<file path="config.mk">
export PLATFORM = sky130hd
export DESIGN_NAME = cfg_arb_flat
export DESIGN_NICKNAME = d
export VERILOG_FILES = /design/src/rtl/cfg_arb_if.sv /design/src/rtl/cfg_arb.sv /design/src/flat_wrapper.sv
export SDC_FILE = /design/constraint.sdc
export NUM_CORES = 1
export LEC_CHECK = 0
export ABC_AREA = 1
export CORE_MARGIN = 2
export CORE_UTILIZATION = 37
export CTS_BUF_LIST = sky130_fd_sc_hd__clkbuf_4 sky130_fd_sc_hd__clkbuf_8
export CTS_CLUSTER_DIAMETER = 50
export CTS_CLUSTER_SIZE = 14
export DETAILED_ROUTE_END_ITERATION = 12
export GPL_TIMING_DRIVEN = 1
export HOLD_SLACK_MARGIN = 0.1
export PLACE_DENSITY = 0.8
export SLEW_MARGIN = 20
export SYNTH_ARGS = -nofsm -noshare
export SYNTH_HDL_FRONTEND = slang
export SYNTH_SLANG_ARGS = --single-unit
</file>
<file path="constraint.sdc">
create_clock -name clk -period 1.7 [get_ports clk]
set_input_delay 0.34 -clock clk [delete_from_list [all_inputs] [get_ports clk]]
set_output_delay 0.34 -clock clk [all_outputs]
set_load 0.02 [all_outputs]
</file>
<file path="src/rtl/cfg_arb_if.sv">
// rtl/cfg_arb_if.sv - requester and config-master signal bundle for cfg_arb
interface cfg_arb_if;
  logic [3:0]  req;
  logic [95:0] cmd_in;
  logic [3:0]  gnt;
  logic [3:0]  rsp_vld;
  logic [15:0] rsp_data;
  logic        rsp_err;
  logic        busy;
  logic        snd_frm;
  logic [23:0] cmd_data;
  logic [15:0] resp;
  logic        rsp_rdy;

  modport slave (
    input  req, cmd_in, resp, rsp_rdy,
    output gnt, rsp_vld, rsp_data, rsp_err, busy, snd_frm, cmd_data
  );

  modport master (
    output req, cmd_in, resp, rsp_rdy,
    input  gnt, rsp_vld, rsp_data, rsp_err, busy, snd_frm, cmd_data
  );
endinterface

</file>
<file path="src/rtl/cfg_arb.sv">
// rtl/cfg_arb.sv - round-robin arbiter serialising four requesters onto one config master
// Optional response watchdog compiled in with CFG_ARB_TIMEOUT_EN.
module cfg_arb #(
  parameter int TO_W = 20
) (
  input  logic      clk,
  input  logic      rst_n,
  cfg_arb_if.slave  bus
);
  localparam logic [2:0] IDLE     = 3'd0;
  localparam logic [2:0] SEND     = 3'd1;
  localparam logic [2:0] WAIT_CLR = 3'd2;
  localparam logic [2:0] WAIT_RSP = 3'd3;
  localparam logic [2:0] DONE     = 3'd4;

  if (TO_W < 2) begin : g_to_w_check
    $error("cfg_arb: TO_W must be at least 2");
  end

  logic [2:0]  state;
  logic [1:0]  last_winner;
  logic [1:0]  gnt_idx;
  logic [23:0] cmd_q;
  logic [15:0] rsp_data_q;
  logic [1:0]  rr_idx;
  logic [1:0]  cand;
  logic        rr_hit;
  logic [23:0] sel_frame;
  logic [3:0]  gnt_oh;
  logic        waiting;
  logic        to_hit;

  // Search begins one past the last winner so every requester is served before a repeat.
  always_comb begin
    rr_idx = 2'd0;
    rr_hit = 1'b0;
    cand   = 2'd0;
    for (int k = 1; k <= 4; k++) begin
      cand = last_winner + 2'(k);
      if (!rr_hit && bus.req[cand]) begin
        rr_hit = 1'b1;
        rr_idx = cand;
      end
    end
  end

  always_comb begin
    sel_frame = bus.cmd_in[23:0];
    case (rr_idx)
      2'd0: sel_frame = bus.cmd_in[23:0];
      2'd1: sel_frame = bus.cmd_in[47:24];
      2'd2: sel_frame = bus.cmd_in[71:48];
      2'd3: sel_frame = bus.cmd_in[95:72];
      default: sel_frame = bus.cmd_in[23:0];
    endcase
  end

  assign waiting = (state == WAIT_CLR) || (state == WAIT_RSP);

`ifdef CFG_ARB_TIMEOUT_EN
  logic [TO_W-1:0] to_cnt;
  logic            err_q;

  assign to_hit = &to_cnt;

  always_ff @(posedge clk or negedge rst_n) begin
    if (!rst_n) begin
      to_cnt <= '0;
      err_q  <= 1'b0;
    end else if (state == SEND) begin
      to_cnt <= '0;
      err_q  <= 1'b0;
    end else if (waiting) begin
      to_cnt <= to_cnt + 1'b1;
      if (to_hit) err_q <= 1'b1;
    end
  end

  assign bus.rsp_err = err_q && (state == DONE);
`else
  assign to_hit      = 1'b0;
  assign bus.rsp_err = 1'b0;
`endif

  always_ff @(posedge clk or negedge rst_n) begin
    if (!rst_n) begin
      state       <= IDLE;
      last_winner <= 2'd3;
      gnt_idx     <= 2'd0;
      cmd_q       <= 24'd0;
      rsp_data_q  <= 16'd0;
    end else begin
      case (state)
        IDLE: begin
          if (rr_hit) begin
            gnt_idx <= rr_idx;
            cmd_q   <= sel_frame;
            state   <= SEND;
          end
        end
        SEND: state <= WAIT_CLR;
        WAIT_CLR: begin
          if (to_hit) begin
            rsp_data_q <= 16'hDEAD;
            state      <= DONE;
          end else if (!bus.rsp_rdy) begin
            state <= WAIT_RSP;
          end
        end
        WAIT_RSP: begin
          if (to_hit) begin
            rsp_data_q <= 16'hDEAD;
            state      <= DONE;
          end else if (bus.rsp_rdy) begin
            rsp_data_q <= bus.resp;
            state      <= DONE;
          end
        end
        DONE: begin
          last_winner <= gnt_idx;
          state       <= IDLE;
        end
        default: state <= IDLE;
      endcase
    end
  end

  // Grant and completion decode straight from state so reset clears them without a clock.
  assign gnt_oh       = 4'b0001 << gnt_idx;
  assign bus.busy     = (state != IDLE);
  assign bus.gnt      = bus.busy ? gnt_oh : 4'b0000;
  assign bus.rsp_vld  = (state == DONE) ? gnt_oh : 4'b0000;
  assign bus.snd_frm  = (state == SEND);
  assign bus.cmd_data = cmd_q;
  assign bus.rsp_data = rsp_data_q;
endmodule

</file>
<file path="src/flat_wrapper.sv">
// flat-port wrapper written by rule: the top's interface ports become plain ports
module cfg_arb_flat 
#(
  parameter int TO_W = 20
)
  (clk, rst_n, bus_req, bus_cmd_in, bus_resp, bus_rsp_rdy, bus_gnt, bus_rsp_vld, bus_rsp_data, bus_rsp_err, bus_busy, bus_snd_frm, bus_cmd_data);
  cfg_arb_if bus_i ();
  input  logic clk;
  input  logic rst_n;
  input wire logic [$bits(bus_i.req)-1:0] bus_req;
  input wire logic [$bits(bus_i.cmd_in)-1:0] bus_cmd_in;
  input wire logic [$bits(bus_i.resp)-1:0] bus_resp;
  input wire logic [$bits(bus_i.rsp_rdy)-1:0] bus_rsp_rdy;
  output wire logic [$bits(bus_i.gnt)-1:0] bus_gnt;
  output wire logic [$bits(bus_i.rsp_vld)-1:0] bus_rsp_vld;
  output wire logic [$bits(bus_i.rsp_data)-1:0] bus_rsp_data;
  output wire logic [$bits(bus_i.rsp_err)-1:0] bus_rsp_err;
  output wire logic [$bits(bus_i.busy)-1:0] bus_busy;
  output wire logic [$bits(bus_i.snd_frm)-1:0] bus_snd_frm;
  output wire logic [$bits(bus_i.cmd_data)-1:0] bus_cmd_data;
  assign bus_i.req = bus_req;
  assign bus_i.cmd_in = bus_cmd_in;
  assign bus_i.resp = bus_resp;
  assign bus_i.rsp_rdy = bus_rsp_rdy;
  assign bus_gnt = bus_i.gnt;
  assign bus_rsp_vld = bus_i.rsp_vld;
  assign bus_rsp_data = bus_i.rsp_data;
  assign bus_rsp_err = bus_i.rsp_err;
  assign bus_busy = bus_i.busy;
  assign bus_snd_frm = bus_i.snd_frm;
  assign bus_cmd_data = bus_i.cmd_data;
  cfg_arb #(.TO_W(TO_W)) u_core (.clk(clk), .rst_n(rst_n), .bus(bus_i));
endmodule
</file>
==> impl_metrics.tcl, run 1 <==
set metrics [dict create \
    violations "negative setup slack" \
    multi_input_area_mm2 0.00178 \
    cts_made_buffers 5 \
    p_seq_share_pct 14.6 \
    hp-class "input port to asynchronous set/reset pin" \
    design.core.area_mm2 0.00818 \
    die_h_um 95.7 \
    ys_seq_area_share_pct 37.8 \
    io_buffer_count 168 \
    clkSlewWorstSetupHoldPaths_ns 0.09 \
    status "finished with violations" \
    powerDensity_mw_per_mm2 2370 \
    synth-main-ff-cell "dfrtp_1" \
    worst_setup_path_start_kind "flip-flop" \
    critPathTopFamily "simple AND/OR/NAND/NOR gates" \
    grt_max_degree 27 \
    synth.net_count 583 \
    fin_crit_ns 2.24 \
    cts_tree "built" \
    synthCells 464 \
    worstSkewPairLatency_ns 0.29 \
    synth_cell_type_count 30 \
    reg2reg_depth 15 \
    dp.final_hpwl_um 8050 \
    reg2reg_to "u_core.bus.cmd_data[12]" \
    fin_nets 805 \
    drc 0 \
    grt_pass1_vias 3681 \
    wl_um 11600 \
    final_cell_mix "nand2_1, clkdlybuf4s50_1, nand3_1" \
    gp_congestion 0.879 \
    min_period_over_period_pct 132 \
    drv_cap 0 \
    worst_path_most_repeated_cell "nand2_1" \
    final-hold-violation-count 0 \
    net-switching-power_mw 6.53 \
    required_ns 1.89 \
    vias 3875 \
    p_sw_share_pct 46.9 \
    critPathBufInv 4 \
    start_util_pct 38.1 \
    dr.pass1.iters 4 \
    maxSlewViolCount 0 \
    drt_iter0_markers 146 \
    p_int_mw 7.41 \
    cp.depth 15 \
    ys_warn_count 0 \
    final_core_util_pct 71.9 \
    path_max_fanout 6 \
    synth_edf_count 0 \
    die_area_mm2 0.00917 \
    vdd_ir_drop_max_v 0.00132 \
    ff2ff_setup_slack_ns -0.54 \
    slowest_stage "dfstp_2" \
    die_x_um 95.7 \
    reg2reg_from "u_core.last_winner[1]" \
    grt-ovfl-total 0 \
    slowest_delay_ns 0.64 \
    fin_skew_ns 0.00953 \
    wl_per_cell_um 14.6 \
    setup_viol 37 \
    antenna_cells 0 \
    comb_power_share_pct 80.5 \
    cts_sinks 47 \
    p_clk_share_pct 4.9 \
    grtUsageTotal_pct 23.3 \
    fmax_ghz 0.447 \
    avgSynthCellArea_um2 6.71 \
    ios 170 \
    power_leakage_nw 2.90 \
    via_per_inst 4.89 \
    arrival_ns 2.43 \
    stdcell_count 792 \
    drive_above_1_share_pct 23.3 \
    core.rowCount 33 \
    area_growth_syn_to_layout_pct 88.7 \
    end_kind "flip-flop" \
    h-tree-depth 2 \
    final_common_cell "nand2_1" \
    syn-cell-area_mm2 0.00311 \
    grt_pass1_wl_um 16900 \
    synth_top_area_share_pct 36.2 \
    ctsRootBufferMaster "clkbuf_8" \
    dp_cells 751 \
    worstSetupPathType "flip-flop to flip-flop" \
    synth_area_leaders "dfrtp_1, nand2_1, nand3_1" \
    synth_top_area_cell "dfrtp_1" \
    cts_buffer_depth 2 \
    fillers 638 \
    rsz0062_at_grt "yes" \
    antenna_found_initial 0 \
    synth-seq-cells 47 \
    final-seq-area_mm2 0.00118 \
    timing.final.ws_setup_ns -0.539 \
    ant_nets 0 \
    ys_async_sr_fraction_pct 100 \
    path_cells "buf_4 > buf_4 > nand3_1 > nand2_1 > nor2_4 > nand3b_4 > nand3_4 > buf_4 > clkbuf_16 > nand2_1 > nand2_1 > nand2_1 > nand2_1 > nand2_1 > nand2_1" \
]
registers in the layout, indices dropped and copies added, names as in the netlist:
name,cells
u_core.state,3
u_core.last_winner,2
u_core.gnt_idx,2
u_core.bus.cmd_data,24
u_core.bus.rsp_data,16
cell families after synthesis:
group / Yosys count / share of synthesized area (%)
AOI/OAI and AO/OA: 44 / 7.23
buffers and inverters: 79 / 13.1
DFF: 47 / 37.8
other: 1 / 0.120
and+or+nand+nor: 293 / 41.7
synthesized netlist by cell type, types with 5 or more instances:
cell type,n
nand3_1,62
o21ai_1,21
nor3_1,6
o21ai_0,20
inv_1,40
nand2_1,197
buf_2,5
clkinv_1,9
nor2_1,7
dfrtp_1,45
buf_6,11
nand2_2,7
metrics by stage:
stage / hold WS (ns) / setup slack [ns] / cell area (um^2) / setup TNS [ns] / power, mW
after detailed placement: 0.247 / -0.617 / 5070 / -16.17 / 10.2
final: 0.479 / -0.539 / 5880 / -12.77 / 13.9
after floorplan: 0.0444 / -0.194 / 3130 / -4.39 / 7.50
after global placement: 0.247 / -0.571 / 5070 / -14.61 / 10.0
after global routing: 0.494 / -0.652 / 5880 / -16.31 / 15.0
after CTS: 0.480 / -0.375 / 5530 / -9.81 / 12.3
power by group through the flow:
stage	Clock [mW]	Combinational, mW	Sequential, mW
floorplan	0	4.98	2.52
global placement	0	7.98	2.04
detailed placement	0	8.19	2.04
CTS	0.702	9.61	2.02
global route	0.759	12.1	2.09
finish	0.680	11.2	2.04
routing by layer:
metal | global-route usage (%) | part of all wire, % | up-vias
met1 | 26.6 | 38 | 1796
li1 | - | - | 1890
met2 | 44.2 | 53 | 181
met3 | 5.09 | 7.8 | 8
met5 | 0 | 0 | -
met4 | 5.12 | 1.0 | 0
what timing repair did:
| action | CTS | global route |
|---|---|---|
| gates cloned | 2 | 4 |
| buffers inserted | 13 | 15 |
| endpoints found under the setup margin | 38 | 39 |
| endpoints found under the hold margin | 11 | 0 |
| pin swaps | 14 | 29 |
| gates resized for setup | 106 | 58 |
| hold buffers | 1 | 0 |
worst register-to-register path, cell delays in order, from the launching register on:
cell	delay, ns
dfstp_2	0.64
buf_4	0.14
buf_4	0.11
nand3_1	0.08
nand2_1	0.12
nor2_4	0.06
nand3b_4	0.11
nand3_4	0.14
buf_4	0.18
clkbuf_16	0.14
nand2_1	0.07
nand2_1	0.07
nand2_1	0.08
nand2_1	0.07
nand2_1	0.09
nand2_1	0.06
area by class of cell:
cell class | instances | share of cell area, %
Clock buffer | 6 | 1.30
Inverter | 55 | 4.07
Sequential cell | 47 | 20.1
Timing Repair Buffer | 239 | 41.8
Tap cell | 105 | 2.24
Clock inverter | 2 | 0.213
Multi-Input combinational cell | 338 | 30.3
worst max-delay path by stage:
stage | start | slack [ns] | end
after global routing | u_core.last_winner[0] | -0.65 | u_core.bus.cmd_data[12]
after global placement | bus_req[2] | -0.57 | u_core.bus.cmd_data[19]
final | u_core.last_winner[1] | -0.54 | u_core.bus.cmd_data[12]
after detailed placement | bus_req[2] | -0.62 | u_core.bus.cmd_data[19]
after floorplan | u_core.last_winner[0] | -0.19 | u_core.bus.cmd_data[0]
after CTS | u_core.last_winner[0] | -0.38 | u_core.bus.cmd_data[5]
(Power assumes the default switching activity.)
==> run 2, diff against run 1 <==
- CELL_PAD_IN_SITES_DETAIL_PLACEMENT: unset -> 1
- CELL_PAD_IN_SITES_GLOBAL_PLACEMENT: unset -> 2
- CORE_UTILIZATION: 37 -> 18
- PLACE_DENSITY: 0.8 -> 0.84
==> impl_metrics.tcl, run 2 (same netlist as run 1, synthesis figures left out) <==
set metrics [dict create \
    grt_max_degree 35 \
    fillers 2021 \
    slowest_stage "dfstp_2" \
    cts_sinks 47 \
    maxSlewViolCount 0 \
    ctsRootBufferMaster "clkbuf_8" \
    setup_viol 37 \
    grt-ovfl-total 0 \
    design.core.area_mm2 0.0171 \
    worstSetupPathType "flip-flop to flip-flop" \
    path_max_fanout 8 \
    postPlaceCellArea_mm2 0.00521 \
    timing.final.ws_setup_ns -0.477 \
    fin_crit_ns 2.18 \
    required_ns 1.92 \
    core.rowCount 48 \
    reg2reg_to "u_core.bus.cmd_data[4]" \
    stdcell_count 894 \
    violations "negative setup slack" \
    rsz0062_at_grt "yes" \
    arrival_ns 2.39 \
    min_period_over_period_pct 128 \
    place_ws_ns -0.699 \
    end_kind "flip-flop" \
    status "finished with violations" \
    final_common_cell "nand2_1" \
    drc 0 \
    clkSlewWorstSetupHoldPaths_ns 0.09 \
    wl_per_cell_um 15.8 \
    grtUsageTotal_pct 15.1 \
    cts_tree "built" \
    fmax_ghz 0.459 \
    min_from "u_core.bus.rsp_data[1]" \
    area_growth_syn_to_layout_pct 93.4 \
    whs_ns 0.481 \
    ios 170 \
    dp.final_hpwl_um 10300 \
    reg2reg_depth 17 \
    powerDensity_mw_per_mm2 2290 \
    final-hold-violation-count 0 \
    wl_um 14200 \
    drv_cap 0 \
    drt_iter0_markers 89 \
    via_per_inst 4.25 \
    cts_buffer_depth 2 \
    worst_setup_path_start_kind "flip-flop" \
    ant_nets 0 \
    vias 3797 \
    reg2reg_from "u_core.last_winner[0]" \
    largest_reg_flops 24 \
    final.setup.tns_ns -11.69 \
    die_x_um 136 \
    worstSkewPairLatency_ns 0.32 \
    power_leakage_nw 3.11 \
    total_power_mw 13.8 \
    slowest_delay_ns 0.57 \
    vdd_ir_drop_max_v 0.00104 \
    ff2ff_setup_slack_ns -0.48 \
    final_core_util_pct 35.2 \
    hold_end "u_core.bus.rsp_data[1]" \
    cts_made_buffers 5 \
    h-tree-depth 2 \
    drive_above_1_share_pct 22.9 \
    final_area_mm2 0.00602 \
    grt_pass1_wl_um 21500 \
    fin_skew_ns 0.00589 \
    dr.pass1.iters 4 \
    antenna_cells 0 \
    io_buffer_count 168 \
    hold-path-cell-count 2 \
    start_util_pct 18.2 \
    antenna_found_initial 1 \
    path_cells "buf_12 > inv_8 > nand2_4 > nand2_4 > nand2_4 > nand2_4 > nor2_4 > nand3b_4 > inv_2 > nor2_4 > nor2_4 > clkbuf_16 > nand2_1 > nand2_1 > inv_1 > nand2_1 > nand2_1" \
    final_cell_mix "nand2_1, clkdlybuf4s50_1, nand3_1" \
    die_h_um 136 \
    hp-class "flip-flop to flip-flop" \
    die_area_mm2 0.0184 \
    fin_nets 787 \
    gp_congestion 0.778 \
    grt_pass1_vias 4027 \
    dp_cells 863 \
]
[run 2: changes by cell type in the layout (fill, tap and decap cells not counted), sizes merged]
cell | before | now
buf | 75 | 60
bufinv | 0 | 1
clkbuf | 10 | 8
clkdlybuf4s50 | 156 | 134
clkinv | 9 | 8
clkinvlp | 1 | 0
dlygate4sd2 | 0 | 3
dlymetal6s2s | 1 | 20
[run 2: what timing repair did]
item	in CTS	in global routing
pin swaps	9	26
hold buffers	1	0
setup endpoints to repair	41	58
endpoints found under the hold margin	15	0
resized for setup	106	92
buffers inserted	11	9
gates cloned	2	1
[run 2: power breakdown]
group	leakage (nW)	internal (mW)	switching [mW]	total, mW
clock network	0.0593	0.473	0.410	0.883
logic	2.47	4.85	6.00	10.9
registers	0.581	1.69	0.353	2.04
[run 2: worst max-delay path by stage]
stage,from,endpoint,slack (ns),cells after the start
finish,u_core.last_winner[0],u_core.bus.cmd_data[4],-0.48,17
global route,u_core.last_winner[0],u_core.bus.cmd_data[5],-0.58,17
CTS,u_core.last_winner[0],u_core.bus.cmd_data[10],-0.39,16
detailed placement,bus_req[0],u_core.bus.cmd_data[4],-0.70,16
global placement,bus_req[1],u_core.bus.cmd_data[5],-0.64,15
floorplan,u_core.last_winner[0],u_core.bus.cmd_data[0],-0.19,16
[run 2: layout make-up]
| class | instances | area, um^2 | area share (%) |
|---|---|---|---|
| clock inverter | 1 | 30.0 | 0.499 |
| inverter | 55 | 238 | 3.95 |
| multi-input combinational | 338 | 1850 | 30.7 |
| tap | 225 | 282 | 4.67 |
| timing repair buffer | 221 | 2360 | 39.2 |
| sequential | 47 | 1180 | 19.6 |
| clock buffer | 7 | 83.8 | 1.39 |
[run 2: worst max-delay path, delay by kind of cell (launching register included)]
family | cells | cell delay (ns)
flops | 1 | 0.57
simple gates | 12 | 1.01
buf+inv | 5 | 0.49
[run 2: layer usage]
layer	part of all wire, %	up-vias	wire length (um)	global-route usage, %
met2	51	127	7230	27.5
met1	40	1808	5660	16.9
met4	0.70	0	99	2.37
met3	8.3	8	1180	6.02
met5	0	-	0	0
li1	-	1854	-	-
==> run 3, diff against run 2 <==
--- a/config.mk
+++ b/config.mk
@@ -8,2 +8,3 @@
 export ABC_AREA = 1
+export ABC_CLOCK_PERIOD_IN_PS = 1700
 export CELL_PAD_IN_SITES_DETAIL_PLACEMENT = 1
@@ -16,3 +17,3 @@
 export DETAILED_ROUTE_END_ITERATION = 12
-export GPL_TIMING_DRIVEN = 1
+export GPL_TIMING_DRIVEN = 0
 export HOLD_SLACK_MARGIN = 0.1
==> constraint.sdc (replaced) <==
create_clock -name clk -period 1.7 [get_ports clk]
set_input_delay 0.425 -clock clk [delete_from_list [all_inputs] [get_ports clk]]
set_output_delay 0.425 -clock clk [all_outputs]
set_load 0.02 [all_outputs]
==> impl_metrics.tcl, run 3 (same netlist as run 1, synthesis figures left out) <==
set metrics [dict create \
    grtUsageTotal_pct 15.7 \
    powerDensity_mw_per_mm2 2350 \
    worstMarginPinSlew_ns 0.639 \
    min_period_over_period_pct 130 \
    ant_nets 0 \
    cts_tree "built" \
    final_cell_mix "nand2_1, clkdlybuf4s50_1, nand3_1" \
    reg2reg_to "u_core.bus.cmd_data[13]" \
    power_leakage_nw 3.08 \
    drive_above_1_share_pct 28.9 \
    fillers 2065 \
    dr.pass1.iters 4 \
    start_util_pct 18.2 \
    die_x_um 136 \
    required_ns 1.91 \
    cts_buffer_depth 2 \
    h-tree-depth 2 \
    final-seq-area_mm2 0.00118 \
    largest_reg_flops 24 \
    rsz0062_at_grt "yes" \
    status "finished with violations" \
    drt_iter0_markers 103 \
    fmax_ghz 0.452 \
    wl_per_cell_um 16.2 \
    gp_congestion 0.849 \
    cts_sinks 47 \
    arrival_ns 2.42 \
    area_growth_syn_to_layout_pct 99.0 \
    fin_nets 813 \
    vdd_ir_drop_max_v 0.000985 \
    path_max_fanout 10 \
    wl_um 14900 \
    core.rowCount 48 \
    final_common_cell "nand2_1" \
    setup_viol 38 \
    slowest_stage "dfstp_2" \
    ctsRootBufferMaster "clkbuf_8" \
    postPlaceCellArea_mm2 0.00509 \
    hp-class "input port to asynchronous set/reset pin" \
    antenna_found_initial 0 \
    path_cells "buf_6 > buf_4 > nand2_2 > nand2_4 > nand2_2 > nand2_2 > nand2_2 > nand3_2 > nand3_4 > buf_4 > o21ai_1 > nand3_1 > nand2_1 > nand2_1" \
    fin_skew_ns 0.00550 \
    grt_pass1_wl_um 22200 \
    drc 0 \
    fin_crit_ns 2.21 \
    end_kind "flip-flop" \
    via_per_inst 4.24 \
    clkSlewWorstSetupHoldPaths_ns 0.09 \
    grt-ovfl-total 0 \
    maxSlewViolCount 0 \
    hold_buffers 0 \
    worst_setup_path_start_kind "flip-flop" \
    dp.final_hpwl_um 10500 \
    antenna_cells 0 \
    vias 3897 \
    die_area_mm2 0.0184 \
    cts_made_buffers 5 \
    reg2reg_from "u_core.last_winner[1]" \
    violations "negative setup slack" \
    design.core.area_mm2 0.0171 \
    final-hold-violation-count 0 \
    ff2ff_setup_slack_ns -0.51 \
    grt_max_degree 48 \
    drv_cap 0 \
    grt_pass1_vias 4201 \
    timing.final.ws_setup_ns -0.514 \
    worst_path_most_repeated_cell "nand2_2" \
    io_buffer_count 168 \
    ios 170 \
    worstSkewPairLatency_ns 0.32 \
    whs_ns 0.120 \
    die_h_um 136 \
    slowest_delay_ns 0.54 \
    final_area_mm2 0.00620 \
    worstSetupPathType "flip-flop to flip-flop" \
    max_slew_margin_pct 57.4 \
    reg2reg_depth 14 \
    multi_input_area_mm2 0.00191 \
]
## run 3: cell count changes in the layout (fill, tap and decap cells not counted), moves of 7 or more
cell | before | now
buf_12 | 11 | 4
buf_6 | 13 | 33
clkdlybuf4s50_1 | 134 | 116
dlygate4sd2_1 | 3 | 40
dlymetal6s2s_1 | 20 | 1
nand2_2 | 14 | 22
o21ai_1 | 30 | 20
o21ai_2 | 2 | 11
## run 3: power by group
group | switching (mW) | internal, mW
registers | 0.373 | 1.69
logic | 6.52 | 5.23
clock network | 0.427 | 0.308
total | 7.32 | 7.22
## run 3: critical path, delay by kind of cell, from the launching register on
kind                   cells  cell delay (ns)
AOI/OAI and AO/OA          1             0.17
buffers and inverters      3             0.46
DFF                        1             0.54
and+or+nand+nor           10             0.92
## run 3: per-stage QoR
step / cells / setup slack [ns] / power (mW) / setup TNS, ns / util (%)
floorplan: 464 / -0.194 / 7.50 / -4.39 / -
global placement: 857 / -1.28 / 10.5 / -87.95 / 29.8
detailed placement: 857 / -0.877 / 10.7 / -32.32 / 29.8
CTS: 898 / -0.482 / 13.0 / -13.15 / 33.1
global route: 920 / -0.629 / 15.8 / -18.74 / 36.2
finish: 920 / -0.514 / 14.5 / -14.39 / 36.2
## run 3: what timing repair did
item	4_1_cts	5_1_grt
resized for setup	188	94
setup endpoints to repair	87	48
pin swaps	13	21
buffers inserted	30	19
gates cloned	3	3
## run 3: worst max-delay path by stage
stage                                     start  depth (start not counted)                       to  slack, ns
after floorplan           u_core.last_winner[0]                         16   u_core.bus.cmd_data[0]      -0.19
after global placement                    rst_n                          1   u_core.bus.cmd_data[7]      -1.28
after detailed placement             bus_req[0]                         13  u_core.bus.cmd_data[13]      -0.88
after CTS                 u_core.last_winner[0]                         18  u_core.bus.cmd_data[14]      -0.48
after global routing      u_core.last_winner[0]                         19  u_core.bus.cmd_data[14]      -0.63
final                     u_core.last_winner[1]                         14  u_core.bus.cmd_data[13]      -0.51
## run 3: routing by layer
metal | share of wire, % | GRT usage [%]
met3 | 6.8 | 4.26
met1 | 42 | 18.8
met5 | 0 | 0
met4 | 1.3 | 3.82
met2 | 50 | 27.8
## run 3: area by class of cell
cell class	count	area share, %
Inverter	55	3.88
Tap cell	225	4.54
Multi-Input combinational cell	338	30.9
Clock buffer	6	1.23
Buffer	24	4.73
Timing Repair Buffer	222	35.3
Sequential cell	47	19.1
Timing Repair inverter	1	0.101
Clock inverter	2	0.222
